### config.mk
export PLATFORM = sky130hd
export DESIGN_NAME = hex_scan_controller
export DESIGN_NICKNAME = d
export VERILOG_FILES = /design/src/rtl/hex_scan_controller.sv
export SDC_FILE = /design/constraint.sdc
export NUM_CORES = 1
export LEC_CHECK = 0
export ABC_CLOCK_PERIOD_IN_PS = 2400
export CAP_MARGIN = 20
export CORE_UTILIZATION = 54
export CTS_CLUSTER_DIAMETER = 40
export DETAILED_ROUTE_END_ITERATION = 12
export HOLD_SLACK_MARGIN = 0.08
export PLACE_DENSITY = 0.87
export SETUP_SLACK_MARGIN = 0.4
export SYNTH_ARGS = -nofsm -noshare
export SYNTH_HDL_FRONTEND = slang
export SYNTH_SLANG_ARGS = --single-unit
### constraint.sdc
create_clock -name clk -period 2.4 [get_ports clk]
set_input_delay 0.36 -clock clk [delete_from_list [all_inputs] [get_ports clk]]
set_output_delay 0.36 -clock clk [all_outputs]
set_load 0.05 [all_outputs]
### src/rtl/hex_scan_controller.sv
// hex_scan_controller: time-multiplexes one external 4-bit-to-7-segment
// decoder across NUM_DIGITS common-anode digits. Each digit slot begins with a
// blanking guard. New frames arrive over a valid/ready handshake and are only
// swapped in at a frame boundary, so a frame never mixes old and new data.
module hex_scan_controller #(
   parameter int NUM_DIGITS   = 4,
   parameter int PRESCALE     = 50000,
   parameter int BLANK_CYCLES = 2
) (
   input  logic                    clk,
   input  logic                    rst_n,
   input  logic                    en,
   input  logic                    load_valid,
   output logic                    load_ready,
   input  logic [4*NUM_DIGITS-1:0] load_data,
   input  logic [NUM_DIGITS-1:0]   load_blank,
   output logic [3:0]              dec_nibble,
   input  logic [6:0]              dec_seg,
   output logic [6:0]              seg,
   output logic [NUM_DIGITS-1:0]   dig_n,
   output logic                    frame_done
);

   localparam int CNTW = (PRESCALE > 1) ? $clog2(PRESCALE) : 1;
   localparam int IDXW = (NUM_DIGITS > 1) ? $clog2(NUM_DIGITS) : 1;
   localparam logic [CNTW-1:0] CNT_LAST = CNTW'(PRESCALE - 1);
   localparam logic [CNTW-1:0] CNT_SHOW = CNTW'(BLANK_CYCLES);
   localparam logic [IDXW-1:0] IDX_LAST = IDXW'(NUM_DIGITS - 1);

   if (NUM_DIGITS < 1 || NUM_DIGITS > 8) begin : g_bad_num_digits
      $error("hex_scan_controller: NUM_DIGITS must be in 1..8");
   end
   if (BLANK_CYCLES < 1) begin : g_bad_blank_cycles
      $error("hex_scan_controller: BLANK_CYCLES must be at least 1");
   end
   if (PRESCALE <= BLANK_CYCLES) begin : g_bad_prescale
      $error("hex_scan_controller: PRESCALE must exceed BLANK_CYCLES");
   end

   typedef enum logic {
      BLANK = 1'b0,
      SHOW  = 1'b1
   } state_t;

   state_t                         state;
   state_t                         state_nxt;
   logic [CNTW-1:0]                cnt;
   logic [CNTW-1:0]                cnt_nxt;
   logic [IDXW-1:0]                idx;
   logic [IDXW-1:0]                idx_nxt;
   logic                           frame_end;
   logic                           accept;
   logic                           pending;
   logic [NUM_DIGITS-1:0][3:0]     act_nib;
   logic [NUM_DIGITS-1:0]          act_mask;
   logic [NUM_DIGITS-1:0][3:0]     shd_nib;
   logic [NUM_DIGITS-1:0]          shd_mask;

   assign load_ready = ~pending;
   assign accept     = load_valid & load_ready;
   assign dec_nibble = act_nib[idx];

   // Slot timing: advance the slot counter and digit index, and derive the
   // BLANK/SHOW phase from where the counter will sit after this edge.
   always_comb begin
      cnt_nxt   = cnt;
      idx_nxt   = idx;
      state_nxt = state;
      frame_end = 1'b0;
      if (!en) begin
         cnt_nxt   = '0;
         idx_nxt   = '0;
         state_nxt = BLANK;
      end else begin
         if (cnt == CNT_LAST) begin
            cnt_nxt   = '0;
            idx_nxt   = (idx == IDX_LAST) ? '0 : idx + 1'b1;
            frame_end = (idx == IDX_LAST);
         end else begin
            cnt_nxt = cnt + 1'b1;
         end
         state_nxt = (cnt_nxt < CNT_SHOW) ? BLANK : SHOW;
      end
   end

   // Scan state register: phase, position within the slot, and current digit.
   always_ff @(posedge clk or negedge rst_n) begin
      if (!rst_n) begin
         state <= BLANK;
         cnt   <= '0;
         idx   <= '0;
      end else begin
         state <= state_nxt;
         cnt   <= cnt_nxt;
         idx   <= idx_nxt;
      end
   end

   // Frame storage: park an accepted frame in the shadow, promote it to the
   // active copy only at a frame end so the display never tears.
   always_ff @(posedge clk or negedge rst_n) begin
      if (!rst_n) begin
         act_nib  <= '0;
         act_mask <= '1;
         shd_nib  <= '0;
         shd_mask <= '1;
         pending  <= 1'b0;
      end else begin
         if (frame_end && pending) begin
            act_nib  <= shd_nib;
            act_mask <= shd_mask;
            pending  <= 1'b0;
         end else if (accept) begin
            shd_nib  <= load_data;
            shd_mask <= load_blank;
            pending  <= 1'b1;
         end
      end
   end

   // Pin drivers: register segments and digit enable from the current phase,
   // keeping everything dark during the guard or while scanning is disabled.
   always_ff @(posedge clk or negedge rst_n) begin
      if (!rst_n) begin
         seg        <= 7'h7F;
         dig_n      <= '1;
         frame_done <= 1'b0;
      end else begin
         frame_done <= frame_end;
         if (en && state == SHOW) begin
            seg   <= act_mask[idx] ? 7'h7F : dec_seg;
            dig_n <= ~(NUM_DIGITS'(1) << idx);
         end else begin
            seg   <= 7'h7F;
            dig_n <= '1;
         end
      end
   end

endmodule
==> results.tsv, run 1 <==
metric	value	unit
Slew @ Worst Pin	0.556	ns
Syn Nets	285	
EDFF count, synth	0	
gpl congestion	0.910	
FF+latch count, synth	72	
first-pass GRT wire length	11700	um
register area share after synthesis	0.555	
Hold/Removal Path Class	register to register	
Core Box Area	5890	sq um
synthesis-to-finish area growth	30.0	%
clock power share	0.437	
startpoint types	register	
Max-slew headroom	0.629	
PwrDens	631	nW/um^2
Final Non-Filler Cells	400	
kind of critical path	register to register	
Mapped Area	3290	sq um
GRT Total Usage	0.252	
IO Count	48	
Leak	1.85	nW
detailed-route via count	2295	
Post-Layout Inst Area	4280	sq um
Logic pwr share	0.076	
grt total ovfl	0	
synth warn	0	
clock sinks	72	
switching share of power	0.227	
number of global-route vias before repair	2347	
Wirelength per Cell	18.7	um
worst clock skew	0.0117	ns
Max VDD drop	0.000532	V
Worst Setup EP	act_nib[15]$_DFFE_PN0P_	
R2R Setup Slk	0.36	ns
Clock Tree Buf Depth	2	
slowest cell on the critical path	or3_4	
R2R cell count	5	
dpl hpwl	4450	um
Skew-Pair Late Insertion Delay	0.35	ns
async set-reset flop share out of synthesis	1.00	
initial antenna violation count	0	
Fin. Hold Viols	0	
CP startpoint	cnt[7]$_DFF_PN0_	
Die Height	80.1	um
NumNets Final	356	
CTS Root Cell	clkbuf_8	
Critical Path Max Stage Delay	0.48	ns
total negative slack	0	ns
total placed cells including tap cells	364	
H-tree levels	3	
chip width	80.1	um
arrival time at the worst endpoint	2.28	ns
fin crit share	0.851	
cell family with most CP delay	simple AND/OR/NAND/NOR gates	
switching power	0.612	mW
CP endpoint kind	register	
Slew Limit Fails	0	
Setup WS pre-CTS	0.260	ns
share of cells above drive strength 1	0.409	
# port buffers	47	
Reg power frac	0.487	
Worst EP required	2.64	ns
Synth Flop Type	dfrtp_1	
count of cell types in the netlist	44	
WL final	7480	um
P_int	2.09	mW
largest net degree at the start of global routing	49	
fmax	489	MHz
r2r endpoint	act_nib[15]$_DFFE_PN0P_	
DR DRC count	0	
DR iter-0 viols	231	
RR Startpoint	cnt[7]$_DFF_PN0_	
Worst Path Buf+Inv	0	
fin crit period	2.04	ns
Initial Util	0.559	
dpl cell area	3840	sq um
Pre-antenna DRT Iters	5	
vias per cell	5.74	
cell depth of the worst setup path	5	
die area	6410	sq um
clock-pin slew on the worst setup and hold paths	0.08	ns
MaxCap Viol Count	0	
Gate Count Post-Synth	249	
CTS tree	built	
Overall Power	2.70	mW
status	complete, no violations	
Syn Area/Cell	13.2	sq um
CP Max Fanout	5	
CP most frequent cell	or3_4	
critical-path cell list	nor3_2, nand4_1, or3_4, or3_4, mux2_4	
Antenna diodes	0	
FP Rows	28	
Final WS setup	0.357	ns
# setup viols final	0	
RSZ-0062 raised after global routing	yes	
CTS Buf Count	9	
Final ANT Viol Nets	0	
==> kinds of logic after synthesis <==
logic type                 Yosys count  share of synthesized area
buffers and inverters               22                     0.0365
DFF                                 72                      0.555
muxes                               46                      0.196
AOI/OAI and AO/OA                   14                     0.0331
and+or+nand+nor                     77                      0.127
adders and majority gates            5                     0.0190
xor gates and xnor gates            13                     0.0346
==> layer usage <==
layer  vias to the layer above  global-route usage  share of wire
met4                         0               0.157          0.027
met1                      1131               0.303           0.39
met3                        21              0.0602          0.060
li1                       1042                   -              -
met2                       101               0.408           0.52
met5                         -                   0              0
==> state kept, by name (all words and copies together) (netlist names) <==
name,count
seg,7
pending,1
idx,2
act_mask,4
act_nib,16
state,1
dig_n,4
shd_nib,16
cnt,16
frame_done,1
shd_mask,4
==> through the flow <==
stage,hold slack (ns),util
finish,0.510,0.727
global placement,0.378,0.652
global route,0.526,0.727
floorplan,0.0644,-
CTS,0.514,0.714
detailed placement,0.388,0.652
==> cells in the mapped netlist, drive strengths merged, types with 3 or more instances <==
cell | n | area share
xnor2 | 9 | 0.024
inv | 7 | 0.0080
xor2 | 4 | 0.011
ha | 5 | 0.019
nor2 | 20 | 0.024
nand3 | 10 | 0.015
buf | 9 | 0.022
nor4 | 4 | 0.0076
mux2 | 40 | 0.16
and3 | 3 | 0.0057
dfrtp | 53 | 0.40
nand2 | 7 | 0.0080
dfstp | 19 | 0.15
mux4 | 5 | 0.034
clkbuf | 6 | 0.0068
nand4 | 7 | 0.013
nor3 | 8 | 0.014
or3 | 10 | 0.021
==> layout by cell type, fill, tap and decap left out, types with 2 or more instances in the layout <==
cell / count
dfrtp_1: 44
clkbuf_8: 9
o21a_1: 2
bufinv_16: 3
inv_6: 2
dfrtp_2: 9
or4_1: 2
and3_1: 3
or3_1: 8
nor4_1: 3
mux2_4: 19
nor2_1: 19
dfstp_2: 19
clkdlybuf4s50_1: 30
xnor2_1: 9
ha_1: 4
dlygate4sd2_1: 12
or3_4: 5
buf_4: 24
buf_6: 3
nand3_1: 9
nand2_1: 7
mux2_2: 21
nor3_1: 6
xor2_1: 4
nand4_1: 7
mux4_2: 5
nor3_2: 2
a211oi_1: 2
inv_1: 7
==> final cells by class <==
class / instances / area, sq um
fill: 374 / 1610
clock buffer: 10 / 128
tap: 75 / 93.8
inverter: 7 / 26.3
timing repair buffer: 72 / 654
multi-input combinational: 158 / 1420
clock inverter: 6 / 115
sequential: 72 / 1840
==> worst min path at each step <==
stage / from / end / slack [ns] / cells after the start
2_1_floorplan: rst_n / act_nib[0]$_DFFE_PN0P_ / 0.06 / 0
6_report: shd_nib[4]$_DFFE_PN0P_ / shd_nib[4]$_DFFE_PN0P_ / 0.51 / 1
3_3_place_gp: rst_n / frame_done$_DFF_PN0_ / 0.38 / 1
3_5_place_dp: rst_n / cnt[7]$_DFF_PN0_ / 0.39 / 1
5_1_grt: shd_nib[14]$_DFFE_PN0P_ / act_nib[14]$_DFFE_PN0P_ / 0.53 / 1
4_1_cts: shd_nib[14]$_DFFE_PN0P_ / act_nib[14]$_DFFE_PN0P_ / 0.51 / 1
==> what timing repair did <==
action                                  4_1_cts  5_1_grt
gates resized for setup                      26        7
buffers inserted                             10        6
cloned                                        2        1
pin swaps                                     6        2
hold buffers                                  1        0
endpoints found under the setup margin       37       23
hold endpoints to repair                     13        0
==> power groups by stage <==
stage	registers (mW)	logic (mW)	clock network, mW
2_1_floorplan	1.35	0.0628	0
3_3_place_gp	1.33	0.184	0
3_5_place_dp	1.34	0.194	0
4_1_cts	1.31	0.203	1.18
5_1_grt	1.32	0.222	1.24
6_report	1.31	0.205	1.18
(Power assumes the default switching activity.)
==> run 2, diff against run 1 <==
Settings changed: SETUP_SLACK_MARGIN 0.4 to not set.
==> run 2 against run 1 <==
Against the previous run: clock skew decreased by 0.0032 ns; via count down 6.3%; cell count is 4.3% lower; sequential cell count unchanged; setup slack worse by 0.19 ns; register-to-register slack got worse by 0.19 ns; global-route usage decreased by 2.2 points; die area did not move; fmax is 8.3% lower; combinational power is 7% lower; hold slack got worse by 0.0053 ns; clock power about the same; largest cell class unchanged.
==> results.tsv, run 2 (same netlist as run 1, synthesis figures left out) <==
metric	value	unit	change
CP Max Fanout	21		was 5
Final Non-Filler Cells	383		was 400
register area	1830	sq um	was 1840 sq um
detailed-route via count	2151		was 2,295
startpoint types	register		unchanged
first-pass GRT wire length	10700	um	was 11,700 um
synthesis-to-finish area growth	24.4	%	was 30.0%
RSZ-0062 raised after global routing	no		was yes
Core Box Area	5890	sq um	unchanged
Finished Core Util	0.696		was 0.727
share of cells above drive strength 1	0.331		was 0.409
Initial Util	0.559		unchanged
DR DRC count	0		unchanged
GRT Total Usage	0.230		was 0.252
Leak	1.80	nW	was 1.85 nW
Max VDD drop	0.000473	V	was 0.000532 V
vias per cell	5.62		was 5.74
largest net degree at the start of global routing	33		was 49
commonest non-fill, non-tap cells in the layout	dfrtp_1, clkdlybuf4s50_1, mux2_2		was dfrtp_1, clkdlybuf4s50_1, buf_4
Skew-Pair Late Insertion Delay	0.35	ns	about the same
Post-Layout Inst Area	4090	sq um	was 4280 sq um
Antenna diodes	0		unchanged
Clock Tree Buf Depth	2		unchanged
Hold/Removal Path Class	register to register		unchanged
Top Registers	act_nib: 16 flops, cnt: 16 flops, shd_nib: 16 flops		unchanged
H-tree levels	3		unchanged
die area	6410	sq um	unchanged
CP endpoint kind	register		unchanged
Die Height	80.1	um	unchanged
# port buffers	47		unchanged
worst clock skew	0.00855	ns	was 0.0117 ns
MaxCap Viol Count	0		unchanged
critical-path cell list	ha_2, nand3_1, or3_1, or3_4, mux2_4		was nor3_2, nand4_1, or3_4, or3_4, mux2_4
DR iter-0 viols	143		was 231
status	complete, no violations		unchanged
PwrDens	652	nW/um^2	was 631 nW/um^2
initial antenna violation count	0		unchanged
CTS Root Cell	clkbuf_8		unchanged
M3 GR Usage	0.0534		was 0.0602
met2 usage	0.377		was 0.408
Wirelength per Cell	17.0	um	was 18.7 um
WL final	6520	um	was 7480 um
hold slack	0.505	ns	was 0.510 ns
number of global-route vias before repair	2206		was 2,347
CTS tree	built		unchanged
# setup viols final	0		unchanged
gpl congestion	0.860		was 0.910
Slew Limit Fails	0		unchanged
slowest cell on the critical path	or3_4		unchanged
Fin. Hold Viols	0		unchanged
grt total ovfl	0		unchanged
chip width	80.1	um	unchanged
fin crit share	0.929		was 0.851
met1 Usage GRT	0.296		was 0.303
IO Count	48		unchanged
clock sinks	72		unchanged
Worst EP required	2.64	ns	about the same
fin crit period	2.23	ns	was 2.04 ns
Setup Buffers After CTS	0		was 10
total placed cells including tap cells	366		was 364
dpl cell area	3840	sq um	about the same
arrival time at the worst endpoint	2.46	ns	was 2.28 ns
kind of critical path	register to register		unchanged
total negative slack	0	ns	unchanged
Critical Path Max Stage Delay	0.52	ns	was 0.48 ns
Pre-antenna DRT Iters	4		was 5
Final ANT Viol Nets	0		unchanged
Multi-input gate area	1350	sq um	was 1420 sq um
Max-slew headroom	0.625		was 0.629
CTS Buf Count	9		unchanged
fmax	449	MHz	was 489 MHz
GR peak layer	met2		unchanged
NumNets Final	339		was 356
FP Rows	28		unchanged
Slew @ Worst Pin	0.558	ns	was 0.556 ns
clock-pin slew on the worst setup and hold paths	0.08	ns	about the same
most common cell after layout, fill and taps aside	dfrtp_1		unchanged
Filler cells	396		was 374
dpl hpwl	4400	um	was 4450 um
==> run 2: cell count changes in the layout (fill, tap and decap cells not counted), moves of 4 or more <==
cell             before  now
clkdlybuf4s50_1      30   42
dfrtp_2               9    0
dlygate4sd2_1        12    0
or3_4                 5    1
dfrtp_1              44   53
buf_4                24   13
==> run 2: timing repair <==
action / in CTS / in global routing
endpoints found under the hold margin: 18 / 0
hold buffers: 1 / 0
setup endpoints to repair: 0 / 18
gates resized for setup: 0 / 1
==> run 2: power by group <==
| group | internal (mW) | switching [mW] |
|---|---|---|
| clock | 0.698 | 0.470 |
| combinational | 0.103 | 0.0878 |
| sequential | 1.28 | 0.0333 |
| total | 2.08 | 0.591 |
==> run 2: path summary, 6_finish.rpt <==
kind / depth (start not counted) / end / from / slack (ns)
worst max-delay path: 5 / act_nib[12]$_DFFE_PN0P_ / cnt[0]$_DFF_PN0_ / 0.17
worst min-delay path: 1 / act_nib[11]$_DFFE_PN0P_ / shd_nib[11]$_DFFE_PN0P_ / 0.51
worst max register to register: 5 / act_nib[12]$_DFFE_PN0P_ / cnt[0]$_DFF_PN0_ / 0.17
worst min register to register: 1 / act_nib[11]$_DFFE_PN0P_ / shd_nib[11]$_DFFE_PN0P_ / 0.51
max in group asynchronous: 3 / act_mask[2]$_DFFE_PN1P_ / rst_n / 1.15
min in group asynchronous: 2 / shd_nib[3]$_DFFE_PN0P_ / rst_n / 0.53
==> run 2: final cells by class <==
class,instances,area share
flip-flops and latches,72,0.446
repair buffers,58,0.135
clock buffers,10,0.0312
inverters,7,0.00642
multi-input cells,155,0.330
clock inverters,6,0.0284
well taps,75,0.0229
==> run 2: layer usage <==
| layer | vias to the layer above | wire length, um |
|---|---|---|
| li1 | 997 | - |
| met1 | 1062 | 2720 |
| met2 | 83 | 3400 |
| met3 | 9 | 300 |
| met4 | 0 | 93 |
| met5 | - | 0 |
==> run 2: through the flow <==
step	power, mW	worst slack (ns)
floorplan	1.41	0.192
global placement	1.51	0.182
detailed placement	1.52	0.0961
CTS	2.70	0.0790
global route	2.77	0.0547
finish	2.67	0.171
==> run 2: worst max-delay path, delay by kind of cell, from the launching register on <==
kind | cells | cell delay, ns
adders and majority gates | 1 | 0.27
muxes | 1 | 0.36
and+or+nand+nor | 3 | 1.04
DFF | 1 | 0.44
==> run 3, diff against run 2 <==
Settings changed: CORE_MARGIN set to 4, HOLD_SLACK_MARGIN 0.08 to 0.03.
==> run 3 against run 2 <==
Against the previous run: combinational power about the same; register-to-register slack improved by 0.03 ns; global-route usage decreased by 4.5 points; first-iteration DRC count decreased by 28%; sequential power about the same; fmax increased by 1.3%; die area increased by 16%; power decreased by 8.2%; routed wire length decreased by 2.6%.
==> results.tsv, run 3 (same netlist as run 1, synthesis figures left out) <==
metric	value	unit	change
# setup viols final	0		unchanged
die area	7410	sq um	was 6410 sq um
Slew @ Worst Pin	0.537	ns	was 0.558 ns
vias per cell	5.50		was 5.62
cell family with most CP delay	simple AND/OR/NAND/NOR gates		unchanged
chip width	86.1	um	was 80.1 um
number of global-route vias before repair	2205		was 2,206
WL final	6350	um	was 6520 um
DR DRC count	0		unchanged
Leak	1.77	nW	was 1.80 nW
switching power	0.588	mW	was 0.591 mW
Die Height	86.1	um	was 80.1 um
slowest cell on the critical path	or3_4		unchanged
grt total ovfl	0		unchanged
worst clock skew	0.0138	ns	was 0.00855 ns
switching share of power	0.240		was 0.221
NumNets Final	337		was 339
Fin. Hold Viols	0		unchanged
Final ANT Viol Nets	0		unchanged
Antenna diodes	0		unchanged
startpoint types	register		unchanged
detailed-route via count	2094		was 2,151
first-pass GRT wire length	10500	um	was 10,700 um
Pre-antenna DRT Iters	4		unchanged
CTS tree	built		unchanged
initial antenna violation count	0		unchanged
Worst Path Buf+Inv	0		unchanged
cell depth of the worst setup path	5		unchanged
commonest non-fill, non-tap cells in the layout	dfrtp_1, clkdlybuf4s50_1, mux2_2		unchanged
Setup Buffers After CTS	0		unchanged
Wirelength per Cell	16.7	um	was 17.0 um
H-tree levels	3		unchanged
clock sinks	72		unchanged
Top Registers	act_nib: 16 flops, cnt: 16 flops, shd_nib: 16 flops		unchanged
# port buffers	47		unchanged
gpl congestion	0.871		was 0.860
Clock Tree Buf Depth	2		unchanged
FP Rows	28		unchanged
P_int	1.86	mW	was 2.08 mW
MaxCap Viol Count	0		unchanged
clock-pin slew on the worst setup and hold paths	0.08	ns	about the same
IO Count	48		unchanged
Critical Path Max Stage Delay	0.57	ns	was 0.52 ns
post_cts resized	0		unchanged
Logic pwr share	0.077		was 0.071
CTS Root Cell	clkbuf_8		unchanged
DR iter-0 viols	103		was 143
Worst EP required	2.62	ns	was 2.64 ns
Skew-Pair Late Insertion Delay	0.35	ns	about the same
critical-path cell list	ha_1, nand3_1, or3_1, or3_4, mux2_4		was ha_2, nand3_1, or3_1, or3_4, mux2_4
Hold/Removal Path Class	primary input to asynchronous set/reset pin		was register to register
fmax	455	MHz	was 449 MHz
CP endpoint kind	register		unchanged
CP Max Fanout	21		unchanged
Core Box Area	5920	sq um	was 5890 sq um
status	complete, no violations		unchanged
Reg power frac	0.535		was 0.491
PwrDens	607	nW/um^2	was 652 nW/um^2
CTS Hold Buffers Added	0		was 1
Overall Power	2.45	mW	was 2.67 mW
kind of critical path	register to register		unchanged
total negative slack	0	ns	unchanged
RSZ-0062 raised after global routing	no		unchanged
most common cell after layout, fill and taps aside	dfrtp_1		unchanged
largest net degree at the start of global routing	73		was 33
share of cells above drive strength 1	0.327		was 0.331
fin crit share	0.917		was 0.929
Max-slew headroom	0.639		was 0.625
fin crit period	2.20	ns	was 2.23 ns
GRT Total Usage	0.185		was 0.230
synthesis-to-finish area growth	22.7	%	was 24.4%
dpl hpwl	4480	um	was 4400 um
arrival time at the worst endpoint	2.42	ns	was 2.46 ns
R2R cell count	5		unchanged
Filler cells	405		was 396
CTS Buf Count	9		unchanged
Max VDD drop	0.000412	V	was 0.000473 V
Slew Limit Fails	0		unchanged
Initial Util	0.556		was 0.559
clock power share	0.388		was 0.438
-- run 3: power groups by stage --
stage                     clock network, mW  logic [mW]  registers (mW)
after floorplan                           0      0.0609            1.35
after global placement                    0       0.184            1.33
after detailed placement                  0       0.191            1.33
after CTS                             0.973       0.193            1.31
after global routing                   1.03       0.205            1.32
final                                 0.950       0.189            1.31
-- run 3: cell type report --
type                    instances  area [sq um]  area share
well taps                      75          93.8      0.0232
flip-flops and latches         72          1830       0.452
inverters                       7          26.3     0.00651
repair buffers                 56           548       0.136
clock buffers                  10           128      0.0316
clock inverters                 6          67.6      0.0167
multi-input cells             155          1350       0.334
-- run 3: routing by layer --
layer | up-vias | part of all wire | GRT usage | wire length [um]
li1 | 997 | - | - | -
met1 | 1043 | 0.44 | 0.229 | 2780
met2 | 46 | 0.51 | 0.313 | 3220
met3 | 8 | 0.042 | 0.0471 | 268
met4 | 0 | 0.013 | 0.0676 | 80
met5 | - | 0 | 0 | 0
-- run 3: worst paths after layout --
check,to,start,slack (ns)
worst max-delay path,act_nib[8]$_DFFE_PN0P_,cnt[0]$_DFF_PN0_,0.20
worst min-delay path,cnt[10]$_DFF_PN0_,rst_n,0.02
worst max register to register,act_nib[8]$_DFFE_PN0P_,cnt[0]$_DFF_PN0_,0.20
worst min register to register,act_nib[4]$_DFFE_PN0P_,shd_nib[4]$_DFFE_PN0P_,0.51
max in group asynchronous,dig_n[0]$_DFF_PN1_,rst_n,2.04
min in group clk,act_nib[4]$_DFFE_PN0P_,shd_nib[4]$_DFFE_PN0P_,0.51
-- run 3: per-stage QoR --
step	cells	worst slack (ns)	hold WS (ns)	instance area, sq um	util
2_1_floorplan	249	0.192	0.0644	3290	-
3_3_place_gp	365	0.296	0.411	3840	0.649
3_5_place_dp	365	0.239	0.416	3840	0.649
4_1_cts	381	0.214	0.0327	4040	0.682
5_1_grt	381	0.0453	0.0524	4040	0.682
6_report	381	0.200	0.0155	4040	0.682
